### config.mk
export PLATFORM = sky130hd
export DESIGN_NAME = alu_exec_stage_flat
export DESIGN_NICKNAME = d
export VERILOG_FILES = /design/src/rtl/alu_pkg.sv /design/src/rtl/alu_exec_stage_if.sv /design/src/rtl/alu_shift_iter.sv /design/src/rtl/alu_exec_stage.sv /design/src/flat_wrapper.sv
export SDC_FILE = /design/constraint.sdc
export NUM_CORES = 1
export LEC_CHECK = 0
export ABC_AREA = 0
export CORE_MARGIN = 2
export CORE_UTILIZATION = 33
export DETAILED_ROUTE_END_ITERATION = 8
export PLACE_DENSITY = 0.57
export SYNTH_ARGS = -nofsm -noshare
export SYNTH_HDL_FRONTEND = slang
export SYNTH_HIERARCHICAL = 1
export SYNTH_SLANG_ARGS = --single-unit
### constraint.sdc
create_clock -name clk -period 3.15 [get_ports clk]
set_input_delay 0.63 -clock clk [delete_from_list [all_inputs] [get_ports clk]]
set_output_delay 0.63 -clock clk [all_outputs]
set_load 0.02 [all_outputs]
### src/rtl/alu_pkg.sv
// Shared ALU definitions: ALUControl codes produced by the decoder and the
// execute-stage FSM state encoding. Also used by the decoder and branch logic.
package alu_pkg;

    localparam logic [3:0] ALU_ADD  = 4'b0000;
    localparam logic [3:0] ALU_SUB  = 4'b0001;
    localparam logic [3:0] ALU_SLL  = 4'b0011;
    localparam logic [3:0] ALU_SLT  = 4'b0100;
    localparam logic [3:0] ALU_SLTU = 4'b0101;
    localparam logic [3:0] ALU_XOR  = 4'b0110;
    localparam logic [3:0] ALU_SRA  = 4'b0111;
    localparam logic [3:0] ALU_SRL  = 4'b1000;
    localparam logic [3:0] ALU_OR   = 4'b1001;
    localparam logic [3:0] ALU_AND  = 4'b1010;

    typedef enum logic [1:0] {
        ST_IDLE  = 2'b00,
        ST_SHIFT = 2'b01,
        ST_DONE  = 2'b10
    } exec_state_t;

endpackage

### src/rtl/alu_exec_stage_if.sv
// Operand/result handshake bundle of the ALU execute stage.
// master: the surrounding pipeline (drives operands, consumes result).
// slave : the execute stage itself.
interface alu_exec_stage_if #(
    parameter int XLEN = 32
);
    logic            in_valid;
    logic            in_ready;
    logic [3:0]      alu_ctrl;
    logic [XLEN-1:0] src_a;
    logic [XLEN-1:0] src_b;
    logic            out_valid;
    logic            out_ready;
    logic [XLEN-1:0] result;
    logic            zero;
    logic            illegal_op;

    modport master (
        output in_valid, alu_ctrl, src_a, src_b, out_ready,
        input  in_ready, out_valid, result, zero, illegal_op
    );

    modport slave (
        input  in_valid, alu_ctrl, src_a, src_b, out_ready,
        output in_ready, out_valid, result, zero, illegal_op
    );
endinterface

### src/rtl/alu_shift_iter.sv
// Iterative shifter: one bit position per clock. The working register and
// counter are loaded on start; done is high in the cycle whose step is the
// last one, and data_out then carries the final shifted value.
module alu_shift_iter
    import alu_pkg::*;
#(
    parameter int XLEN    = 32,
    parameter int SHAMT_W = $clog2(XLEN)
) (
    input  logic               clk,
    input  logic               rst_n,
    input  logic               start,
    input  logic [3:0]         op,
    input  logic [XLEN-1:0]    data_in,
    input  logic [SHAMT_W-1:0] shamt,
    output logic               done,
    output logic [XLEN-1:0]    data_out
);

    logic [XLEN-1:0]    work_r;
    logic [SHAMT_W-1:0] cnt_r;
    logic [3:0]         op_r;
    logic [XLEN-1:0]    step_s;

    // One-bit shift of the working register; SRA replicates the sign bit.
    always_comb begin
        step_s = work_r;
        case (op_r)
            ALU_SLL: step_s = {work_r[XLEN-2:0], 1'b0};
            ALU_SRL: step_s = {1'b0, work_r[XLEN-1:1]};
            ALU_SRA: step_s = {work_r[XLEN-1], work_r[XLEN-1:1]};
            default: step_s = work_r;
        endcase
    end

    // Working register / counter: load on start, then step until count is 0.
    always_ff @(posedge clk or negedge rst_n) begin
        if (!rst_n) begin
            work_r <= {XLEN{1'b0}};
            cnt_r  <= {SHAMT_W{1'b0}};
            op_r   <= 4'b0000;
        end else if (start) begin
            work_r <= data_in;
            cnt_r  <= shamt;
            op_r   <= op;
        end else if (cnt_r != {SHAMT_W{1'b0}}) begin
            work_r <= step_s;
            cnt_r  <= cnt_r - SHAMT_W'(1);
        end else begin
            work_r <= work_r;
            cnt_r  <= cnt_r;
        end
    end

    assign done     = (cnt_r == SHAMT_W'(1));
    assign data_out = step_s;

endmodule

### src/rtl/alu_exec_stage.sv
// ALU execute stage: registered result, zero flag and illegal-op flag with
// valid/ready on both sides. Shifts run one bit per cycle in alu_shift_iter
// unless ALU_FAST_SHIFT_EN is defined, in which case a combinational barrel
// shifter gives every op a latency of one cycle.
module alu_exec_stage
    import alu_pkg::*;
#(
    parameter int XLEN = 32
) (
    input  logic              clk,
    input  logic              rst_n,
    alu_exec_stage_if.slave   bus
);

    localparam int SHAMT_W = $clog2(XLEN);

    exec_state_t        state_r;
    logic               out_valid_r;
    logic [XLEN-1:0]    result_r;
    logic               zero_r;
    logic               illegal_r;

    logic               in_ready_s;
    logic               accept_s;
    logic [SHAMT_W-1:0] shamt_s;
    logic [XLEN-1:0]    issue_res_s;
    logic               issue_ill_s;
    logic               issue_shift_s;
    logic               shift_done_s;
    logic [XLEN-1:0]    shift_res_s;

    assign shamt_s  = bus.src_b[SHAMT_W-1:0];
    assign accept_s = bus.in_valid & in_ready_s;

    // Ready: free in IDLE, blocked while shifting, follows retire in DONE.
    always_comb begin
        in_ready_s = 1'b0;
        case (state_r)
            ST_IDLE:  in_ready_s = 1'b1;
            ST_SHIFT: in_ready_s = 1'b0;
            ST_DONE:  in_ready_s = bus.out_ready;
            default:  in_ready_s = 1'b0;
        endcase
    end

`ifdef ALU_FAST_SHIFT_EN
    logic [XLEN-1:0] fast_shift_s;

    // Barrel shifter for the single-cycle shift build.
    always_comb begin
        fast_shift_s = bus.src_a;
        case (bus.alu_ctrl)
            ALU_SLL: fast_shift_s = bus.src_a << shamt_s;
            ALU_SRL: fast_shift_s = bus.src_a >> shamt_s;
            ALU_SRA: fast_shift_s = $unsigned($signed(bus.src_a) >>> shamt_s);
            default: fast_shift_s = bus.src_a;
        endcase
    end

    assign shift_done_s = 1'b0;
    assign shift_res_s  = {XLEN{1'b0}};
`else
    alu_shift_iter #(
        .XLEN    (XLEN),
        .SHAMT_W (SHAMT_W)
    ) u_shift (
        .clk      (clk),
        .rst_n    (rst_n),
        .start    (accept_s & issue_shift_s),
        .op       (bus.alu_ctrl),
        .data_in  (bus.src_a),
        .shamt    (shamt_s),
        .done     (shift_done_s),
        .data_out (shift_res_s)
    );
`endif

    // Single-cycle datapath; non-zero shifts are handed to the iterative shifter.
    always_comb begin
        issue_res_s   = {XLEN{1'b0}};
        issue_ill_s   = 1'b0;
        issue_shift_s = 1'b0;
        case (bus.alu_ctrl)
            ALU_ADD:  issue_res_s = bus.src_a + bus.src_b;
            ALU_SUB:  issue_res_s = bus.src_a - bus.src_b;
            ALU_SLT:  issue_res_s = {{(XLEN-1){1'b0}}, ($signed(bus.src_a) < $signed(bus.src_b))};
            ALU_SLTU: issue_res_s = {{(XLEN-1){1'b0}}, (bus.src_a < bus.src_b)};
            ALU_XOR:  issue_res_s = bus.src_a ^ bus.src_b;
            ALU_OR:   issue_res_s = bus.src_a | bus.src_b;
            ALU_AND:  issue_res_s = bus.src_a & bus.src_b;
            ALU_SLL, ALU_SRL, ALU_SRA: begin
`ifdef ALU_FAST_SHIFT_EN
                issue_res_s = fast_shift_s;
`else
                issue_res_s = bus.src_a;
                if (shamt_s != {SHAMT_W{1'b0}}) begin
                    issue_shift_s = 1'b1;
                end else begin
                    issue_shift_s = 1'b0;
                end
`endif
            end
            default: begin
                issue_res_s = {XLEN{1'b0}};
                issue_ill_s = 1'b1;
            end
        endcase
    end

    // Control FSM with registered result, flags and out_valid.
    always_ff @(posedge clk or negedge rst_n) begin
        if (!rst_n) begin
            state_r     <= ST_IDLE;
            out_valid_r <= 1'b0;
            result_r    <= {XLEN{1'b0}};
            zero_r      <= 1'b1;
            illegal_r   <= 1'b0;
        end else if (accept_s) begin
            // Accept is only possible in IDLE or on a DONE retire (back-to-back).
            if (issue_shift_s) begin
                state_r     <= ST_SHIFT;
                out_valid_r <= 1'b0;
            end else begin
                state_r     <= ST_DONE;
                out_valid_r <= 1'b1;
                result_r    <= issue_res_s;
                zero_r      <= (issue_res_s == {XLEN{1'b0}});
                illegal_r   <= issue_ill_s;
            end
        end else begin
            case (state_r)
                ST_IDLE: begin
                    state_r <= ST_IDLE;
                end
                ST_SHIFT: begin
                    if (shift_done_s) begin
                        state_r     <= ST_DONE;
                        out_valid_r <= 1'b1;
                        result_r    <= shift_res_s;
                        zero_r      <= (shift_res_s == {XLEN{1'b0}});
                        illegal_r   <= 1'b0;
                    end else begin
                        state_r <= ST_SHIFT;
                    end
                end
                ST_DONE: begin
                    if (bus.out_ready) begin
                        state_r     <= ST_IDLE;
                        out_valid_r <= 1'b0;
                    end else begin
                        state_r <= ST_DONE;
                    end
                end
                default: begin
                    state_r     <= ST_IDLE;
                    out_valid_r <= 1'b0;
                end
            endcase
        end
    end

    assign bus.in_ready   = in_ready_s;
    assign bus.out_valid  = out_valid_r;
    assign bus.result     = result_r;
    assign bus.zero       = zero_r;
    assign bus.illegal_op = illegal_r;

endmodule

### src/flat_wrapper.sv
// flat-port wrapper written by rule: the top's interface ports become plain ports
module alu_exec_stage_flat import alu_pkg::*;
#(
    parameter int XLEN = 32
)
  (clk, rst_n, bus_in_valid, bus_alu_ctrl, bus_src_a, bus_src_b, bus_out_ready, bus_in_ready, bus_out_valid, bus_result, bus_zero, bus_illegal_op);
  alu_exec_stage_if #(.XLEN(XLEN)) bus_i ();
  input  logic clk;
  input  logic rst_n;
  input wire logic [$bits(bus_i.in_valid)-1:0] bus_in_valid;
  input wire logic [$bits(bus_i.alu_ctrl)-1:0] bus_alu_ctrl;
  input wire logic [$bits(bus_i.src_a)-1:0] bus_src_a;
  input wire logic [$bits(bus_i.src_b)-1:0] bus_src_b;
  input wire logic [$bits(bus_i.out_ready)-1:0] bus_out_ready;
  output wire logic [$bits(bus_i.in_ready)-1:0] bus_in_ready;
  output wire logic [$bits(bus_i.out_valid)-1:0] bus_out_valid;
  output wire logic [$bits(bus_i.result)-1:0] bus_result;
  output wire logic [$bits(bus_i.zero)-1:0] bus_zero;
  output wire logic [$bits(bus_i.illegal_op)-1:0] bus_illegal_op;
  assign bus_i.in_valid = bus_in_valid;
  assign bus_i.alu_ctrl = bus_alu_ctrl;
  assign bus_i.src_a = bus_src_a;
  assign bus_i.src_b = bus_src_b;
  assign bus_i.out_ready = bus_out_ready;
  assign bus_in_ready = bus_i.in_ready;
  assign bus_out_valid = bus_i.out_valid;
  assign bus_result = bus_i.result;
  assign bus_zero = bus_i.zero;
  assign bus_illegal_op = bus_i.illegal_op;
  alu_exec_stage #(.XLEN(XLEN)) u_core (.clk(clk), .rst_n(rst_n), .bus(bus_i));
endmodule
-- Yosys cells after proc, flatten, opt, wreduce, memory -nomap -nowiden
Index checks and enable logic that the tools add are counted.
- input bits: 72
- output and inout bits: 36
- word-level logic and storage cells: 82
- flip-flop bits (word level): 78
- $lt $le $gt $ge: 2
- reduce and logical (&&, ||, !) cells: 13
- equality and inequality tests: 19
- add/sub/neg operators: 3
- muxes and demuxes: 32
- bitwise gates (word level): 5
- operator list (operator ; count):
    $pmux W32 S8 ; 1
    $mux W32 ; 6
    $pmux W32 S3 ; 1
    $logic_not A32 Y1 ; 2
    $lt A32 B32 Y1 ; 2
    $add A32 B32 Y32 ; 1
    $and A32 B32 Y32 ; 1
    $or A32 B32 Y32 ; 1
    $sub A32 B32 Y32 ; 1
    $xor A32 B32 Y32 ; 1
    $eq A4 B3 Y1 const B ; 5
    $eq A4 B4 Y1 const B ; 4
    $mux W1 ; 15
    $mux W5 ; 2
    $reduce_bool A5 Y1 ; 2
    $reduce_or A10 Y1 ; 1
    $eq A4 B2 Y1 const B ; 2
    $mux W2 ; 4
    $reduce_and A3 Y1 ; 2
    $reduce_bool A2 Y1 ; 3
    $eq A5 B1 Y1 const B ; 1
    $sub A5 B1 Y5 const B ; 1
    $eq A4 B1 Y1 const B ; 1
    $logic_not A4 Y1 ; 1
    12 further kinds ; 13

-- Longest topological paths before layout
- depth in word-level cells: 6
- gate-level depth with buffers: 14
- gate-level depth less buffers: 14

-- Hierarchy
Netlist, hierarchy kept.
- by module, submodules not included (module ; times used ; area an instance (sq um) ; seq. area each (sq um) ; cells an instance):
    alu_exec_stage ; 1 ; 8125.3 ; 927.1 ; 1132
    alu_shift_iter ; 1 ; 3156.8 ; 1026.0 ; 350

-- Least setup slack after synthesis
OpenSTA, ideal clock, no wires.
- path type: input port to flip-flop
- start point: input port bus_src_a[0]
- end point: register u_core.zero_r (netlist: u_core/bus.zero)
- required time: 3.073 ns
- data arrival time: 3.350 ns
- setup time: 0.077 ns
- slack: -0.277 ns
- buffers on the path: 0
- stages: 14
- path through: inv_1 ha_1 inv_1 fa_1 nand2b_4 a2111oi_4 o21a_1 o31a_2 o2111ai_1 a311oi_1 a311oi_2 and3_1 or4b_1 o22ai_1
- word-level cells in the longest chain between the ends: 5
- elaborated cells between the ends (all ways): 11
- classes of those cells: add/sub: 2; order compare: 2; mux: 3; bitwise: 3; reduce/logical: 1
- ends and longest elaborated chain (what ; RTL line ; text):
    start, declared ; flat_wrapper.sv:12 ; input wire logic [$bits(bus_i.src_a)-1:0] bus_src_a;
    $sub A32 B32 Y32 (tied with other cells) ; alu_exec_stage.sv:85 ; ALU_SUB: issue_res_s = bus.src_a - bus.src_b;
    $pmux W32 S8 (*) ; alu_exec_stage.sv:83 ; case (bus.alu_ctrl)
    $logic_not A32 Y1 (*) ; alu_exec_stage.sv:127 ; zero_r <= (issue_res_s == {XLEN{1'b0}});
    $mux W1 (*) ; alu_exec_stage.sv:120 ; if (issue_shift_s) begin
    $mux W1 (*) ; alu_exec_stage.sv:118 ; end else if (accept_s) begin
    end signal, assigned ; alu_exec_stage.sv:127 ;
    end signal, assigned ; alu_exec_stage.sv:140 ; zero_r <= (shift_res_s == {XLEN{1'b0}});
    end, declared ; alu_exec_stage.sv:20 ; logic zero_r;
Every way passes the cells marked *; elsewhere a longest branch is shown, timed or not. The select of a mux whose other input is x is not followed.
A chain may end at the register's enable or synchronous reset.

-- Worst setup path in the final report
- start point: input port bus_src_a[20]
- end point: register u_core.zero_r (netlist: u_core/bus.zero)
Same word-level chain as after synthesis.

==> flow_metrics.env <==
export IMPL_power_total_uw=9080
export IMPL_r2r_setup_slack_ns=0.09
export IMPL_met2WireLength_mm=24.5
export IMPL_regArea_mm2=0.00196
export IMPL_grt_pass1_vias=13988
export IMPL_ff2ff_path_depth=10
export IMPL_viasPerCell=5.89
export IMPL_timing_worst_slew_pin_value_ns=1.05
export IMPL_setup_worst_path_start="bus_src_a[20]"
export IMPL_worstSetupEndpointType="register"
export IMPL_start_util_pct=33.6
export IMPL_clkTransAtPathRegs_ns=0.07
export IMPL_avgSynthCellArea_um2=7.61
export IMPL_final_layout_size_suffix_gt1_share_pct=42.4
export IMPL_cts_sinks=78
export IMPL_ctsHoldBuffers=0
export IMPL_power_density_mw_per_mm2=495
export IMPL_rsz0062_at_grt="yes"
export IMPL_final_util_pct=54.6
export IMPL_crit_fanout=3
export IMPL_grt_ovfl_total=0
export IMPL_hpwlAfterDp_mm=42.9
export IMPL_grt_pass1_wl_mm=83.1
export IMPL_clock_skew_ns=0.00824
export IMPL_crit_path_start_kind="input port"
export IMPL_fillCellCount=3148
export IMPL_critPathKind="in -> reg"
export IMPL_antenna_found_initial=0
export IMPL_cts_buffers=9
export IMPL_grt_max_degree=79
export IMPL_violations="negative setup slack"
export IMPL_r2r_end="u_core/bus.zero"
export IMPL_drv_cap=0
export IMPL_ios=108
export IMPL_hold_viol=0
export IMPL_clk_latency_ns=0.35
export IMPL_synth_top_area_share_pct=17.1
export IMPL_slew_headroom_pct=30.2
export IMPL_htreeDepth=3
export IMPL_core_area_mm2=0.0336
export IMPL_die_area_mm2=0.0357
export IMPL_multi_input_area_mm2=0.00986
export IMPL_yosysWarnings=6
export IMPL_highest_layer="met4"
export IMPL_rows=67
export IMPL_synth_seq_cells=78
export IMPL_totalNegativeSetupSlack_ns=-0.245
export IMPL_diodes=0
export IMPL_wl_mm=55.0
export IMPL_post_drt_wl_per_cell_um=22.2
export IMPL_r2r_start="u_core/u_shift/op_r[0]"
export IMPL_fin_crit_sh_pct=106
export IMPL_synth_commonest_cells="127 x a21oi_1, 118 x nand2_1, 108 x ha_1, 99 x inv_1, 95 x nor2_1"
export IMPL_synth_nets=1664
export IMPL_synth_most_common_cell="a21oi_1"
export IMPL_drc_errors=0
export IMPL_status="complete, but fails checks"
export IMPL_dpl_cell_count=2397
export IMPL_cellLeakagePower_uw=0.00839
export IMPL_track_usage_pct=29.9
export IMPL_crit_path_top_delay_cell="or4b_1"
export IMPL_io_buffers=107
export IMPL_fmax_mhz=299
export IMPL_syn_instance_count=1482
export IMPL_first_pass_iters=6
export IMPL_nets=2202
export IMPL_slew_violations=0
export IMPL_ant_nets=0
export IMPL_syn_area_mm2=0.0113
export IMPL_ys_seq_area_share_pct=17.3
export IMPL_period_minus_slack_ns=3.34
export IMPL_path_cells="clkdlybuf4s15_1, buf_6, inv_4, ha_4, buf_6, nand2_4, buf_4, nor2_1, buf_4, a21oi_1, a31oi_1, a21oi_1, and2_1, o21ai_0, o211ai_1, or4b_1, o22ai_1"
export IMPL_clock_tree_root_cell="clkbuf_16"
export IMPL_peakVddDrop_uv=570
export IMPL_die_y_um=189
export IMPL_area_growth_pct=62.7
export IMPL_crit_arrival_ns=3.62
export IMPL_drt_initial_drc_count=1379
export IMPL_synth_flop_cell="dfrtp_1"
export IMPL_setup_violations_final=3
export IMPL_critPathMaxStageDelay_ns=0.53
export IMPL_async_flop_share_pct=100
export IMPL_wl_met3_mm=3.89
export IMPL_synth_edf_count=0
export IMPL_required_ns=3.43
export IMPL_final_cells=2473
export IMPL_setup_ws_ns=-0.193
export IMPL_synth_cell_types=100
export IMPL_chipWidth_um=189
export IMPL_vias=14559
export IMPL_met1_length_mm=24.7
export IMPL_hp_class="in -> async"
export IMPL_gp_congestion=0.988
export IMPL_yosysTopAreaCell="dfrtp_1"
export IMPL_cts_buffer_depth=2
export IMPL_cts_tree="done"
export IMPL_yosys_top_cells_area="dfrtp_1 17%, ha_1 12%, a21oi_1 5.6%"
-- metrics by stage --
stage	hold slack, ns	setup WS (ns)	instance area (um^2)
final	0.458	-0.193	18400
after global routing	0.489	-0.339	18400
after CTS	0.479	-0.240	17900
after detailed placement	0.466	-1.32	16100
after global placement	0.454	-1.31	16100
after floorplan	0.334	-0.213	11300
-- sequential cells by signal (all words and copies together), names as in the netlist --
| signal | count |
|---|---|
| u_core/bus.illegal_op | 1 |
| u_core/bus.zero | 1 |
| u_core/state_r | 2 |
| u_core/bus.result | 32 |
| u_core/u_shift/work_r | 32 |
| u_core/u_shift/op_r | 4 |
| u_core/u_shift/cnt_r | 5 |
| u_core/bus.out_valid | 1 |
-- worst max-delay path by stage --
| stage | to | slack, ns | cells after the start |
|---|---|---|---|
| 5_1_grt | u_core/bus.zero | -0.34 | 14 |
| 4_1_cts | u_core/bus.zero | -0.24 | 15 |
| 3_3_place_gp | u_core/bus.zero | -1.31 | 15 |
| 3_5_place_dp | u_core/bus.zero | -1.32 | 14 |
| 2_1_floorplan | u_core/bus.zero | -0.21 | 13 |
| 6_report | u_core/bus.zero | -0.19 | 17 |
-- layer usage --
layer  vias up  global-route usage (%)
met5         -                       0
met4         0                    10.1
met3       129                    3.02
met2       692                    47.4
met1      7054                    42.3
li1       6684                       -
-- cells in the final DEF (no fill, tap or decap), types with 18 or more instances in the layout --
| master | n |
|---|---|
| ha_1 | 54 |
| clkdlybuf4s50_1 | 52 |
| o31ai_1 | 40 |
| nand2_1 | 111 |
| nand2b_1 | 37 |
| buf_4 | 494 |
| ha_4 | 36 |
| buf_6 | 34 |
| a22o_1 | 33 |
| o21ai_0 | 62 |
| a21oi_1 | 100 |
| nor3_1 | 24 |
| a221oi_1 | 40 |
| nor4_1 | 18 |
| o211ai_1 | 24 |
| a21oi_4 | 19 |
| inv_1 | 55 |
| ha_2 | 18 |
| dfrtp_1 | 75 |
| inv_2 | 39 |
| a21o_1 | 78 |
| nor2_1 | 88 |
-- worst max-delay path, delay by kind of cell --
| family | cells | cell delay (ns) |
|---|---|---|
| buffers and inverters | 6 | 0.74 |
| AOI/OAI and AO/OA | 6 | 1.05 |
| adders and majority gates | 1 | 0.29 |
| and+or+nand+nor | 4 | 0.92 |
-- cell type report --
cell class | instances | area share (%)
tap | 448 | 3.05
clock buffer | 11 | 1.32
inverter | 101 | 2.16
multi-input combinational | 1188 | 53.7
clock inverter | 5 | 0.579
timing repair buffer | 642 | 28.5
sequential | 78 | 10.7
-- logic make-up (layout without fill, tap and decap cells) --
kind of cell	count (synthesis)	in the layout	synth area share (%)
buf+inv	216	759	8.23
compound gates	627	627	40.3
fa+ha+maj	110	110	12.3
mux	21	21	1.94
flops	78	78	17.3
simple gates	423	423	19.3
xor+xnor	7	7	0.543
-- report_power, final --
group | internal [uW] | switching [uW]
clock network | 798 | 438
logic | 2730 | 3210
registers | 1450 | 454
total | 4970 | 4100
-- repair_timing --
action	4_1_cts	5_1_grt
resized for setup	404	120
buffers inserted	46	14
pin swaps	93	61
cloned	1	0
endpoints found under the setup margin	29	24
Note: power is estimated with default switching activity, not from simulation.
